## src/rtl/spi_reg_ctrl.sv

```systemverilog
// Command/register-access controller behind the SPI slave byte interface: one command byte
// per frame, then auto-incrementing register writes or prefetched reads with an ack timeout.
module spi_reg_ctrl #(
  parameter int          AW          = 7,
  parameter int          ACK_TIMEOUT = 64,
  parameter logic [7:0]  STATUS_BYTE = 8'hA5
) (
  input  logic          sclk,
  input  logic          rst,
  input  logic          ss_idle,
  input  logic [7:0]    recv_data,
  input  logic          recv_ready,
  input  logic          send_ready,
  output logic [7:0]    send_data,
  output logic [AW-1:0] reg_addr,
  output logic [7:0]    reg_wdata,
  output logic          reg_wr,
  output logic          reg_rd,
  input  logic [7:0]    reg_rdata,
  input  logic          reg_ack,
  output logic          busy,
  output logic          err_timeout
);

  localparam int TW = $clog2(ACK_TIMEOUT + 1);

  typedef enum logic [2:0] {
    IDLE,
    CMD,
    RD_FETCH,
    RD_HOLD,
    WR_DATA,
    WR_ACK
  } state_t;

  state_t        state;
  state_t        state_nxt;
  logic [TW-1:0] tmo_cnt;
  logic [7:0]    stage;
  logic          stage_vld;
  logic          strobe;
  logic          acked;
  logic          expired;
  logic          done;
  logic          entering;

  assign busy     = (state != IDLE);
  assign reg_rd   = (state == RD_FETCH);
  assign reg_wr   = (state == WR_ACK);
  assign strobe   = reg_rd | reg_wr;
  // An ack arriving on the expiry cycle still counts as a normal completion.
  assign acked    = strobe & reg_ack;
  assign expired  = strobe & ~reg_ack & (tmo_cnt == TW'(ACK_TIMEOUT - 1));
  assign done     = acked | expired;
  assign entering = (state_nxt != state) & ((state_nxt == RD_FETCH) | (state_nxt == WR_ACK));

  always_ff @(posedge sclk or posedge rst) begin
    if (rst) begin
      state <= IDLE;
    end else begin
      state <= state_nxt;
    end
  end

  always_comb begin
    state_nxt = state;
    if (ss_idle) begin
      state_nxt = IDLE;
    end else begin
      case (state)
        IDLE:     state_nxt = CMD;
        CMD:      if (recv_ready) state_nxt = recv_data[7] ? WR_DATA : RD_FETCH;
        RD_FETCH: if (done) state_nxt = RD_HOLD;
        RD_HOLD:  if (recv_ready) state_nxt = RD_FETCH;
        WR_DATA:  if (recv_ready) state_nxt = WR_ACK;
        WR_ACK:   if (done) state_nxt = WR_DATA;
        default:  state_nxt = IDLE;
      endcase
    end
  end

  always_ff @(posedge sclk or posedge rst) begin
    if (rst) begin
      send_data   <= STATUS_BYTE;
      stage       <= '0;
      stage_vld   <= 1'b0;
      reg_addr    <= '0;
      reg_wdata   <= '0;
      err_timeout <= 1'b0;
      tmo_cnt     <= '0;
    end else begin
      if (entering) begin
        tmo_cnt <= '0;
      end else if (strobe) begin
        tmo_cnt <= tmo_cnt + TW'(1);
      end

      if (send_ready && stage_vld) begin
        send_data <= stage;
        stage_vld <= 1'b0;
      end

      // Staging loads below override the consume above in the same cycle.
      if (ss_idle || state == IDLE) begin
        stage     <= STATUS_BYTE;
        stage_vld <= 1'b1;
      end else begin
        case (state)
          CMD: begin
            if (recv_ready) begin
              reg_addr <= recv_data[AW-1:0];
              if (recv_data[7]) begin
                stage     <= 8'h00;
                stage_vld <= 1'b1;
              end
            end
          end
          RD_FETCH: begin
            if (done) begin
              stage       <= acked ? reg_rdata : 8'hFF;
              stage_vld   <= 1'b1;
              reg_addr    <= reg_addr + AW'(1);
              err_timeout <= err_timeout | expired;
            end
          end
          WR_DATA: begin
            if (recv_ready) begin
              reg_wdata <= recv_data;
              stage     <= 8'h00;
              stage_vld <= 1'b1;
            end
          end
          WR_ACK: begin
            if (done) begin
              reg_addr    <= reg_addr + AW'(1);
              err_timeout <= err_timeout | expired;
            end
          end
          default: ;
        endcase
      end
    end
  end

endmodule

```

## config.mk

```make
export PLATFORM = sky130hd
export DESIGN_NAME = spi_reg_ctrl
export DESIGN_NICKNAME = d
export VERILOG_FILES = /design/src/rtl/spi_reg_ctrl.sv
export SDC_FILE = /design/constraint.sdc
export NUM_CORES = 1
export LEC_CHECK = 0
export ABC_AREA = 1
export CAP_MARGIN = 5
export CORE_MARGIN = 2
export CORE_UTILIZATION = 65
export DETAILED_ROUTE_END_ITERATION = 16
export DONT_BUFFER_PORTS = 1
export PLACE_DENSITY = 0.78
export SYNTH_ARGS = -nofsm -noshare
export SYNTH_HDL_FRONTEND = slang
export SYNTH_SLANG_ARGS = --single-unit
```

## constraint.sdc

```tcl
create_clock -name sclk -period 3.1 [get_ports sclk]
set_clock_uncertainty 0.1 [all_clocks]
set_input_delay 0.62 -clock sclk [delete_from_list [all_inputs] [get_ports sclk]]
set_output_delay 0.62 -clock sclk [all_outputs]
set_load 0.02 [all_outputs]
```

**Word-level counts from Yosys, hierarchy flattened**

Index checks and enable logic that the tools add are counted.

- Bits in registers: 43
- Bits of input ports: 22
- Output and inout bits: 27
- Word-level logic and storage cells: 74

- $add $sub $neg: 2
- Equality and inequality tests: 15
- Multiplexer cells: 27
- Bitwise gates (word level): 10
- Reductions and logical operators: 12

Operators by type and width:

| operator | count |
|---|---|
| 8-bit 2-to-1 mux | 6 |
| 7-bit 2-to-1 mux | 4 |
| 8-bit one-hot mux with 3 select lines | 1 |
| 3-bit 2-to-1 mux | 7 |
| 3-bit one-hot mux with 6 select lines | 1 |
| 7-bit by 1-bit adder with 7-bit output, second input constant | 2 |
| 7-bit one-hot mux with 2 select lines | 1 |
| 3-bit by 2-bit == test with 1-bit output, second input constant | 3 |
| 3-bit == test, second input constant | 3 |
| 3-bit != test, second input constant | 3 |
| 7-bit by 6-bit == test with 1-bit output, second input constant | 1 |
| 1-bit 2-to-1 mux | 6 |
| 3-bit AND reduction | 2 |
| 5-bit AND reduction | 1 |
| 1-bit AND | 4 |
| 1-bit OR | 4 |
| 4-bit AND reduction | 1 |
| 2-bit nonzero test | 2 |
| 4-bit nonzero test | 1 |
| 3-bit by 1-bit == test with 1-bit output, second input constant | 1 |
| 3-bit logical NOT | 1 |
| 3-bit by 1-bit != test with 1-bit output, second input constant | 1 |
| 3-bit != test | 1 |
| 1-bit one-hot mux with 3 select lines | 1 |
| other kinds (7) | 8 |

**Depth between registers and ports, before layout**

Gate-level depths: netlist (run 1).

- Depth after elaboration: 12
- Gate-level depth with buffers: 11
- Gate-level depth less buffers: 11

**Worst setup path before layout (run 1)**

No wires, ideal clock.

- Path kind: flip-flop to flip-flop
- From: register state[2]
- To: register reg_wdata[3]
- Library setup time: 0.125 ns
- Arrival time: 1.519 ns
- Data required time: 2.875 ns
- Path slack: 1.356 ns
- Stages on the path, launching flop included: 7
- Buffers on the path: 0
- Period minus slack after synthesis: 1.744 ns
- Path through: dfrtp_1 -> inv_2 -> nand3_1 -> nand2_1 -> inv_2 -> nand2_2 -> mux2_2

- Cells in the longest elaborated chain, start to end: 4
- Elaborated cells on any way between the ends: 5
- Those cells by class: 1 x eq/ne; 1 x bitwise; 3 x reduce/logical

Ends and longest elaborated chain:

| item | line | RTL |
|---|---|---|
| start: declaration | 36 | `state_t state;` |
| start signal: assignment | 61 | `state <= state_nxt;` |
| 3-bit logical NOT | 104 | `if (ss_idle \|\| state == IDLE) begin` |
| 1-bit logical OR | 104 |  |
| 1-bit inverter (no source line) | n/a |  |
| 3-bit AND reduction (no source line) (*) | n/a |  |
| end signal: assignment | 128 | `reg_wdata <= recv_data;` |
| end: declaration | 16 | `output logic [7:0] reg_wdata,` |

Every way passes the cells marked *; elsewhere a longest branch is shown, timed or not.
A chain may end at the register's enable or synchronous reset.

**Final worst setup path (run 1)**

- From: register state[2]
- To: output reg_rd

- Cells in the longest elaborated chain, start to end: 1

Ends and longest elaborated chain:

| item | line | RTL |
|---|---|---|
| 3-bit by 2-bit == test with 1-bit output | 48 | `assign reg_rd = (state == RD_FETCH);` |
| end: declaration | 18 | `output logic reg_rd,` |

Every way passes these cells.

==> results of run 1 <==
[through the flow]
step	hold WS [ns]	std cells
6_report	0.1699	290
5_1_grt	0.2000	290
4_1_cts	0.1840	290
3_5_place_dp	0.3659	282
3_3_place_gp	0.3649	282
2_1_floorplan	0.3478	238
[worst paths after layout]
path / endpoint / slack [ns] / cells past startpoint
worst max-delay path: reg_rd / 0.97 / 3
worst min-delay path: reg_wdata[5]$_DFFE_PP0P_ / 0.17 / 2
worst max register to register: reg_wdata[3]$_DFFE_PP0P_ / 1.02 / 6
worst min register to register: stage[4]$_DFFE_PP0P_ / 0.40 / 2
max in group asynchronous: send_data[7]$_DFFE_PP1P_ / 2.34 / 2
min in group sclk: state[1]$_DFF_PP0_ / 0.22 / 1
[kinds of logic (layout without fill, tap and decap cells)]
logic type      after synthesis  after routing  share of synthesized area
xor+xnor                      9              9                    0.03588
simple gates                 92             92                     0.2090
compound gates               48             48                     0.1367
flops                        43             43                     0.4920
mux                          11             11                    0.05581
buf+inv                      33             39                    0.05923
fa+ha+maj                     2              2                    0.01139
[area by class of cell]
type / instances / area share
multi-input cells: 162 / 0.4230
repair buffers: 1 / 0.003221
clock buffers: 6 / 0.02201
inverters: 30 / 0.04831
clock inverters: 2 / 0.01503
well taps: 46 / 0.02469
flip-flops and latches: 43 / 0.4638
[critical path: cells and delay by family, from the launching register on]
family / cells / cell delay [ns]
buffers and inverters: 2 / 0.46
flip-flops: 1 / 0.49
AND/OR/NAND/NOR: 1 / 0.12
[where the power goes]
part	leakage, uW	switching (uW)	total [uW]	internal, uW
combinational	0.000528	202	333	131
clock	0.0000482	179	370	191
sequential	0.000533	195	867	672
[routing by layer]
metal,wire (um),track usage,up-vias
met3,298,0.08152,6
met2,2074,0.4063,59
li1,-,-,795
met1,1813,0.2925,764
met5,0,0,-
met4,60,0.08333,0
[layout by cell type, fill, tap and decap left out, types with 5 or more instances in the layout]
cell,count
sky130_fd_sc_hd__nand2_1,51
sky130_fd_sc_hd__dfrtp_1,39
sky130_fd_sc_hd__inv_1,25
sky130_fd_sc_hd__o21ai_0,14
sky130_fd_sc_hd__nor2_1,14
sky130_fd_sc_hd__mux2_2,10
sky130_fd_sc_hd__a21oi_1,9
sky130_fd_sc_hd__nand3_1,8
sky130_fd_sc_hd__o21ai_1,7
sky130_fd_sc_hd__o211ai_1,7
sky130_fd_sc_hd__xor2_1,6
sky130_fd_sc_hd__inv_2,5
sky130_fd_sc_hd__nand2_2,5
sky130_fd_sc_hd__clkbuf_4,5
[sequential cells by signal, indices dropped and copies added, names as in the netlist]
signal       count
reg_wdata        8
send_data        8
stage            8
reg_addr         7
tmo_cnt          7
state            3
err_timeout      1
stage_vld        1
==> tab_implementation.tex, run 1 <==
\begin{tabular}{lr}
\hline
Metric & Value \\
\hline
\multicolumn{2}{l}{\textbf{Place}} \\
\quad Number of I/O port buffers & 0 \\
\quad Detailed placer's ending HPWL & 3.132 mm \\
\quad Placed cell area & 0.002245 mm2 \\
\quad Setup slack at placement & 1.059 ns \\
\quad Final Wtd Congestion & 0.8507 \\
\multicolumn{2}{l}{\textbf{Worst setup path}} \\
\quad Cells along the critical path & inv\_2 -> nand3\_2 -> inv\_1 \\
\quad Crit path launch & state[2]\$\_DFF\_PP0\_ \\
\quad Arrival time at the worst endpoint & 1.41 ns \\
\quad Stage delay of the slowest cell on the critical path & 0.49 ns \\
\quad Maximum fanout along the worst path & 7 \\
\quad Critical setup path kind & reg2out \\
\quad Library cell contributing the largest single delay on the critical path & sky130\_fd\_sc\_hd\_\_dfrtp\_1 \\
\quad Critical Path Sink Type & output port \\
\quad Kind of launch point of the worst setup path & flip-flop \\
\quad Endpoint required time on the critical path & 2.38 ns \\
\quad Worst r2r src & state[2]\$\_DFF\_PP0\_ \\
\multicolumn{2}{l}{\textbf{Global route}} \\
\quad Antenna violations before repair & 0 \\
\quad Overall Global Routing Usage & 0.2416 \\
\quad Pin count of the biggest net entering global routing & 44 \\
\quad Vias in the first global route & 1547 \\
\quad Residual overflow from global routing & 0 \\
\quad First-pass GRT wire length & 7.293 mm \\
\multicolumn{2}{l}{\textbf{Floorplan}} \\
\quad Die X & 62.14 um \\
\quad Die extent in y & 62.14 um \\
\quad Area enclosed by the die boundary & 0.003861 mm2 \\
\quad Starting density of the core & 0.6690 \\
\quad Placement row count & 21 \\
\quad Ports placed on the boundary & 49 \\
\quad Area inside the core boundary & 0.003284 mm2 \\
\multicolumn{2}{l}{\textbf{Pwr}} \\
\quad Static Leakage & 0.001109 uW \\
\quad Total Power Consumption & 1570 uW \\
\quad Max rail drop VDD & 0.3541 mV \\
\quad Power density normalized to cell area & 673.5 mW/mm2 \\
\multicolumn{2}{l}{\textbf{Synthesis}} \\
\quad Mean post-synth cell area & 9.232 um2 \\
\quad Share of the synthesized area in the top cell type & 0.4442 \\
\quad Yosys reg bits & 43 \\
\quad Net count of the mapped netlist & 262 \\
\quad Count of flip-flops with a built-in enable after synthesis & 0 \\
\quad Cell Area, Synth & 0.002197 mm2 \\
\quad Top post-synthesis cells by count & sky130\_fd\_sc\_hd\_\_nand2\_1, sky130\_fd\_sc\_hd\_\_dfrtp\_1, sky130\_fd\_sc\_hd\_\_inv\_1 \\
\quad Sequential area share after synthesis & 0.4920 \\
\quad Most instantiated library cell after synthesis & sky130\_fd\_sc\_hd\_\_nand2\_1 \\
\quad Cell variety after synth & 30 \\
\quad Top area cells in the synthesized netlist & sky130\_fd\_sc\_hd\_\_dfrtp\_1, sky130\_fd\_sc\_hd\_\_nand2\_1, sky130\_fd\_sc\_hd\_\_mux2\_2, sky130\_fd\_sc\_hd\_\_dfstp\_2, sky130\_fd\_sc\_hd\_\_inv\_1 \\
\quad Cell type with the largest total area after synthesis & sky130\_fd\_sc\_hd\_\_dfrtp\_1 \\
\quad Fraction of synthesis flops using an asynchronous set or reset pin & 1.000 \\
\quad Post-synthesis instance total & 238 \\
\quad Dominant synthesized flop cell & sky130\_fd\_sc\_hd\_\_dfrtp\_1 \\
\quad Number of warnings printed during yosys synthesis & 0 \\
\multicolumn{2}{l}{\textbf{Clock tree}} \\
\quad Number of gates resized after CTS & 0 \\
\quad Inserted Clock Buffers & 5 \\
\quad Clock transition at path regs & 0.13 ns \\
\quad Hold buffer count at cts & 0 \\
\quad CTS tree & yes \\
\quad H-tree depth & 2 \\
\quad Number of clock sinks seen by CTS & 43 \\
\quad Post-CTS setup buffers & 0 \\
\quad Maximum clock insertion buffer count & 2 \\
\quad Root buffer cell & sky130\_fd\_sc\_hd\_\_clkbuf\_4 \\
\quad Latest clock arrival within the worst-skew pair & 0.35 ns \\
\multicolumn{2}{l}{\textbf{STA}} \\
\quad Worst path setup slack after routing & 0.9652 ns \\
\quad Final critical-path share of the clock period & 0.6886 \\
\quad Maximum achievable frequency & 468.4 MHz \\
\quad Headroom to the max-slew limit & 0.6431 \\
\quad Slew @ Worst Pin & 0.5353 ns \\
\quad Setup repair after global routing missed its margin & false \\
\quad Final Max Tran Viols & 0 \\
\quad Count of final setup violators & 0 \\
\quad Aggregate negative setup slack & 0 ns \\
\quad Post-layout min period & 2.135 ns \\
\quad Fin. Hold Viols & 0 \\
\multicolumn{2}{l}{\textbf{Drt}} \\
\quad DR DRC count & 0 \\
\quad Drt first pass iters & 4 \\
\quad Via count & 1624 \\
\quad Initial detailed-routing violation count & 159 \\
\quad Routed wirelength normalized by instance count & 14.64 um \\
\quad Via density per instance & 5.600 \\
\quad Final routed wirelength across all metal layers & 4.247 mm \\
\quad Post-route ant nets & 0 \\
\multicolumn{2}{l}{\textbf{Flow run}} \\
\quad Count of maximum capacitance violations & 0 \\
\multicolumn{2}{l}{\textbf{Outcome}} \\
\quad Result of the run & finished clean \\
\multicolumn{2}{l}{\textbf{Finish}} \\
\quad ANT cells & 0 \\
\quad Storage element area & 0.001081 mm2 \\
\quad Area added between synthesis and finish & 6.094\% \\
\quad Final std cell area, no fill & 0.002331 mm2 \\
\quad Number of nets in the layout & 267 \\
\quad Fraction of final layout cells with drive strength greater than 1 & 0.1926 \\
\quad Total area of multi-input combinational cells & 985.9 um2 \\
\quad Number of fillers in the final layout & 244 \\
\quad Fraction of the core area covered by cells at the end of the flow & 0.7097 \\
\multicolumn{2}{l}{\textbf{Worst hold path}} \\
\quad Tightest Hold Check Type & in2async \\
\hline
\end{tabular}
(Power assumes the default switching activity.)
==> run 2: changes to the inputs <==
Settings changed: CORE_UTILIZATION 65 to 62, PLACE_DENSITY 0.78 to 0.75.
Clock period 3.1 ns to 2.11 ns, I/O delays scaled along.
==> run 2 against run 1 <==
Against the previous run: sequential share of layout area down 1.0 points; largest cell class unchanged; highest routed layer unchanged; sequential cell count unchanged; register-to-register slack worse by 0.87 ns; worst hold slack worse by 0.14 ns; via count up 2.3%.
==> tab_implementation.tex, run 2 (synthesis results as in run 1) <==
\begin{tabular}{lr}
\hline
Metric & Value \\
\hline
\multicolumn{2}{l}{\textbf{Drt}} \\
\quad Initial detailed-routing violation count & 128 \\
\quad Routed wirelength normalized by instance count & 14.97 um \\
\quad Via count & 1661 \\
\quad DR DRC count & 0 \\
\quad Via density per instance & 5.650 \\
\quad Final routed wirelength across all metal layers & 4.401 mm \\
\quad Post-route ant nets & 0 \\
\quad Drt first pass iters & 4 \\
\multicolumn{2}{l}{\textbf{Worst setup path}} \\
\quad Critical Path Sink Type & output port \\
\quad Kind of cell adding the most delay to the critical path & buffers and inverters \\
\quad Endpoint required time on the critical path & 1.59 ns \\
\quad Maximum fanout along the worst path & 7 \\
\quad Critical setup path kind & reg2out \\
\quad Arrival time at the worst endpoint & 1.48 ns \\
\quad Stage delay of the slowest cell on the critical path & 0.48 ns \\
\quad Worst Path Buf+Inv & 3 \\
\quad Library cell contributing the largest single delay on the critical path & sky130\_fd\_sc\_hd\_\_dfrtp\_1 \\
\quad Cells along the critical path & inv\_2 -> nand3\_2 -> inv\_1 -> buf\_4 \\
\quad Kind of launch point of the worst setup path & flip-flop \\
\multicolumn{2}{l}{\textbf{Flow run}} \\
\quad Count of maximum capacitance violations & 0 \\
\multicolumn{2}{l}{\textbf{Floorplan}} \\
\quad Placement row count & 21 \\
\quad Die extent in y & 63.53 um \\
\quad Die X & 63.53 um \\
\quad Ports placed on the boundary & 49 \\
\quad Area inside the core boundary & 0.003363 mm2 \\
\quad Starting density of the core & 0.6533 \\
\quad Area enclosed by the die boundary & 0.004036 mm2 \\
\multicolumn{2}{l}{\textbf{Place}} \\
\quad Final Wtd Congestion & 0.9238 \\
\quad Detailed placer's ending HPWL & 3.307 mm \\
\quad Number of I/O port buffers & 0 \\
\multicolumn{2}{l}{\textbf{Pwr}} \\
\quad Max rail drop VDD & 0.5660 mV \\
\quad Relative contribution of the clock network to total power & 0.264 \\
\quad Net switching share of the total power & 0.3573 \\
\quad Power density normalized to cell area & 1016 mW/mm2 \\
\quad Cell-internal power & 1555 uW \\
\quad Register share of total power & 0.528 \\
\quad Total Power Consumption & 2420 uW \\
\quad Comb pwr share & 0.208 \\
\quad Static Leakage & 0.001132 uW \\
\quad Power dissipated by switching net loads & 864.6 uW \\
\multicolumn{2}{l}{\textbf{Worst hold path}} \\
\quad Tightest Hold Check Type & in2reg \\
\multicolumn{2}{l}{\textbf{Finish}} \\
\quad Top Registers & reg\_wdata: 8 flops, send\_data: 8 flops, stage: 8 flops \\
\quad Number of fillers in the final layout & 283 \\
\quad Fraction of final layout cells with drive strength greater than 1 & 0.2016 \\
\quad Area added between synthesis and finish & 8.428\% \\
\quad Top library cells by usage in the layout, fill and taps aside & sky130\_fd\_sc\_hd\_\_nand2\_1, sky130\_fd\_sc\_hd\_\_dfrtp\_1, sky130\_fd\_sc\_hd\_\_inv\_1 \\
\quad ANT cells & 0 \\
\quad Commonest non-fill, non-tap cell in the layout & sky130\_fd\_sc\_hd\_\_nand2\_1 \\
\quad Fraction of the core area covered by cells at the end of the flow & 0.7083 \\
\quad Number of nets in the layout & 271 \\
\multicolumn{2}{l}{\textbf{STA}} \\
\quad Aggregate negative setup slack & 0 ns \\
\quad Setup repair after global routing missed its margin & false \\
\quad Count of final setup violators & 0 \\
\quad Fin. Hold Viols & 0 \\
\quad Final critical-path share of the clock period & 0.9503 \\
\quad Final Max Tran Viols & 0 \\
\quad Headroom to the max-slew limit & 0.7586 \\
\quad Maximum achievable frequency & 498.7 MHz \\
\quad Post-layout min period & 2.005 ns \\
\quad Slew @ Worst Pin & 0.3621 ns \\
\multicolumn{2}{l}{\textbf{Global route}} \\
\quad First-pass GRT wire length & 7.645 mm \\
\quad Vias in the first global route & 1677 \\
\quad Residual overflow from global routing & 0 \\
\quad Overall Global Routing Usage & 0.2429 \\
\quad Antenna violations before repair & 0 \\
\quad Pin count of the biggest net entering global routing & 25 \\
\multicolumn{2}{l}{\textbf{Clock tree}} \\
\quad Inserted Clock Buffers & 5 \\
\quad Post-CTS setup buffers & 0 \\
\quad H-tree depth & 2 \\
\quad Number of clock sinks seen by CTS & 43 \\
\quad Number of gates resized after CTS & 0 \\
\quad Maximum clock insertion buffer count & 2 \\
\quad Clock transition at path regs & 0.13 ns \\
\quad Hold buffer count at cts & 1 \\
\quad CTS tree & yes \\
\quad Latest clock arrival within the worst-skew pair & 0.34 ns \\
\quad Root buffer cell & sky130\_fd\_sc\_hd\_\_clkbuf\_4 \\
\multicolumn{2}{l}{\textbf{Outcome}} \\
\quad Result of the run & finished clean \\
\hline
\end{tabular}
-- run 2: cell types whose count changed in the layout (fill, tap and decap cells not counted), sizes merged --
| cell | delta |
|---|---|
| buf | +3 |
| clkinv | -1 |
| dlygate4sd3 | +1 |
| clkinvlp | +1 |
| bufinv | +1 |
| clkbuf | -1 |
-- run 2: final cells by class --
cell class / count / area [um2] / share of cell area
flip-flops and latches: 43 / 1081 / 0.4538
inverters: 30 / 112.6 / 0.04727
multi-input cells: 162 / 985.9 / 0.4139
clock inverters: 3 / 67.56 / 0.02836
clock buffers: 5 / 37.54 / 0.01576
well taps: 46 / 57.56 / 0.02416
repair buffers: 5 / 40.04 / 0.01681
-- run 2: through the flow --
| stage | hold slack (ns) | instances | instance area, um2 | worst slack, ns |
|---|---|---|---|---|
| 2_1_floorplan | 0.3478 | 238 | 2197 | 0.3665 |
| 3_3_place_gp | 0.2631 | 285 | 2267 | 0.3157 |
| 3_5_place_dp | 0.2726 | 285 | 2267 | 0.2153 |
| 4_1_cts | 0.01978 | 294 | 2382 | 0.1031 |
| 5_1_grt | 0.01925 | 294 | 2382 | 0.01690 |
| 6_report | 0.03201 | 294 | 2382 | 0.1049 |
-- run 2: final timing paths --
check	to	cells past startpoint	slack, ns	startpoint
setup / recovery	reg_rd	4	0.10	state[2]$_DFF_PP0_
hold / removal	state[1]$_DFF_PP0_	1	0.03	ss_idle
setup reg to reg	reg_addr[4]$_DFFE_PP0P_	7	0.15	state[1]$_DFF_PP0_
hold reg to reg	stage[3]$_DFFE_PP0P_	2	0.41	stage[3]$_DFFE_PP0P_
max in group asynchronous	tmo_cnt[4]$_DFFE_PP0P_	3	1.20	rst
min in group asynchronous	reg_wdata[7]$_DFFE_PP0P_	3	0.44	rst
-- run 2: layer usage --
layer / vias to the layer above / track usage / wire, um
li1: 804 / - / -
met1: 799 / 0.3112 / 1906
met2: 52 / 0.4026 / 2154
met3: 6 / 0.06964 / 283
met4: 0 / 0.06793 / 56
met5: - / 0 / 0
-- run 2: power groups by stage --
| stage | sequential (uW) | combinational [uW] | clock [uW] |
|---|---|---|---|
| after CTS | 1280 | 507 | 650 |
| after global routing | 1300 | 579 | 684 |
| final | 1280 | 503 | 640 |
| after global placement | 1280 | 474 | 0 |
| after floorplan | 1250 | 406 | 0 |
| after detailed placement | 1290 | 502 | 0 |
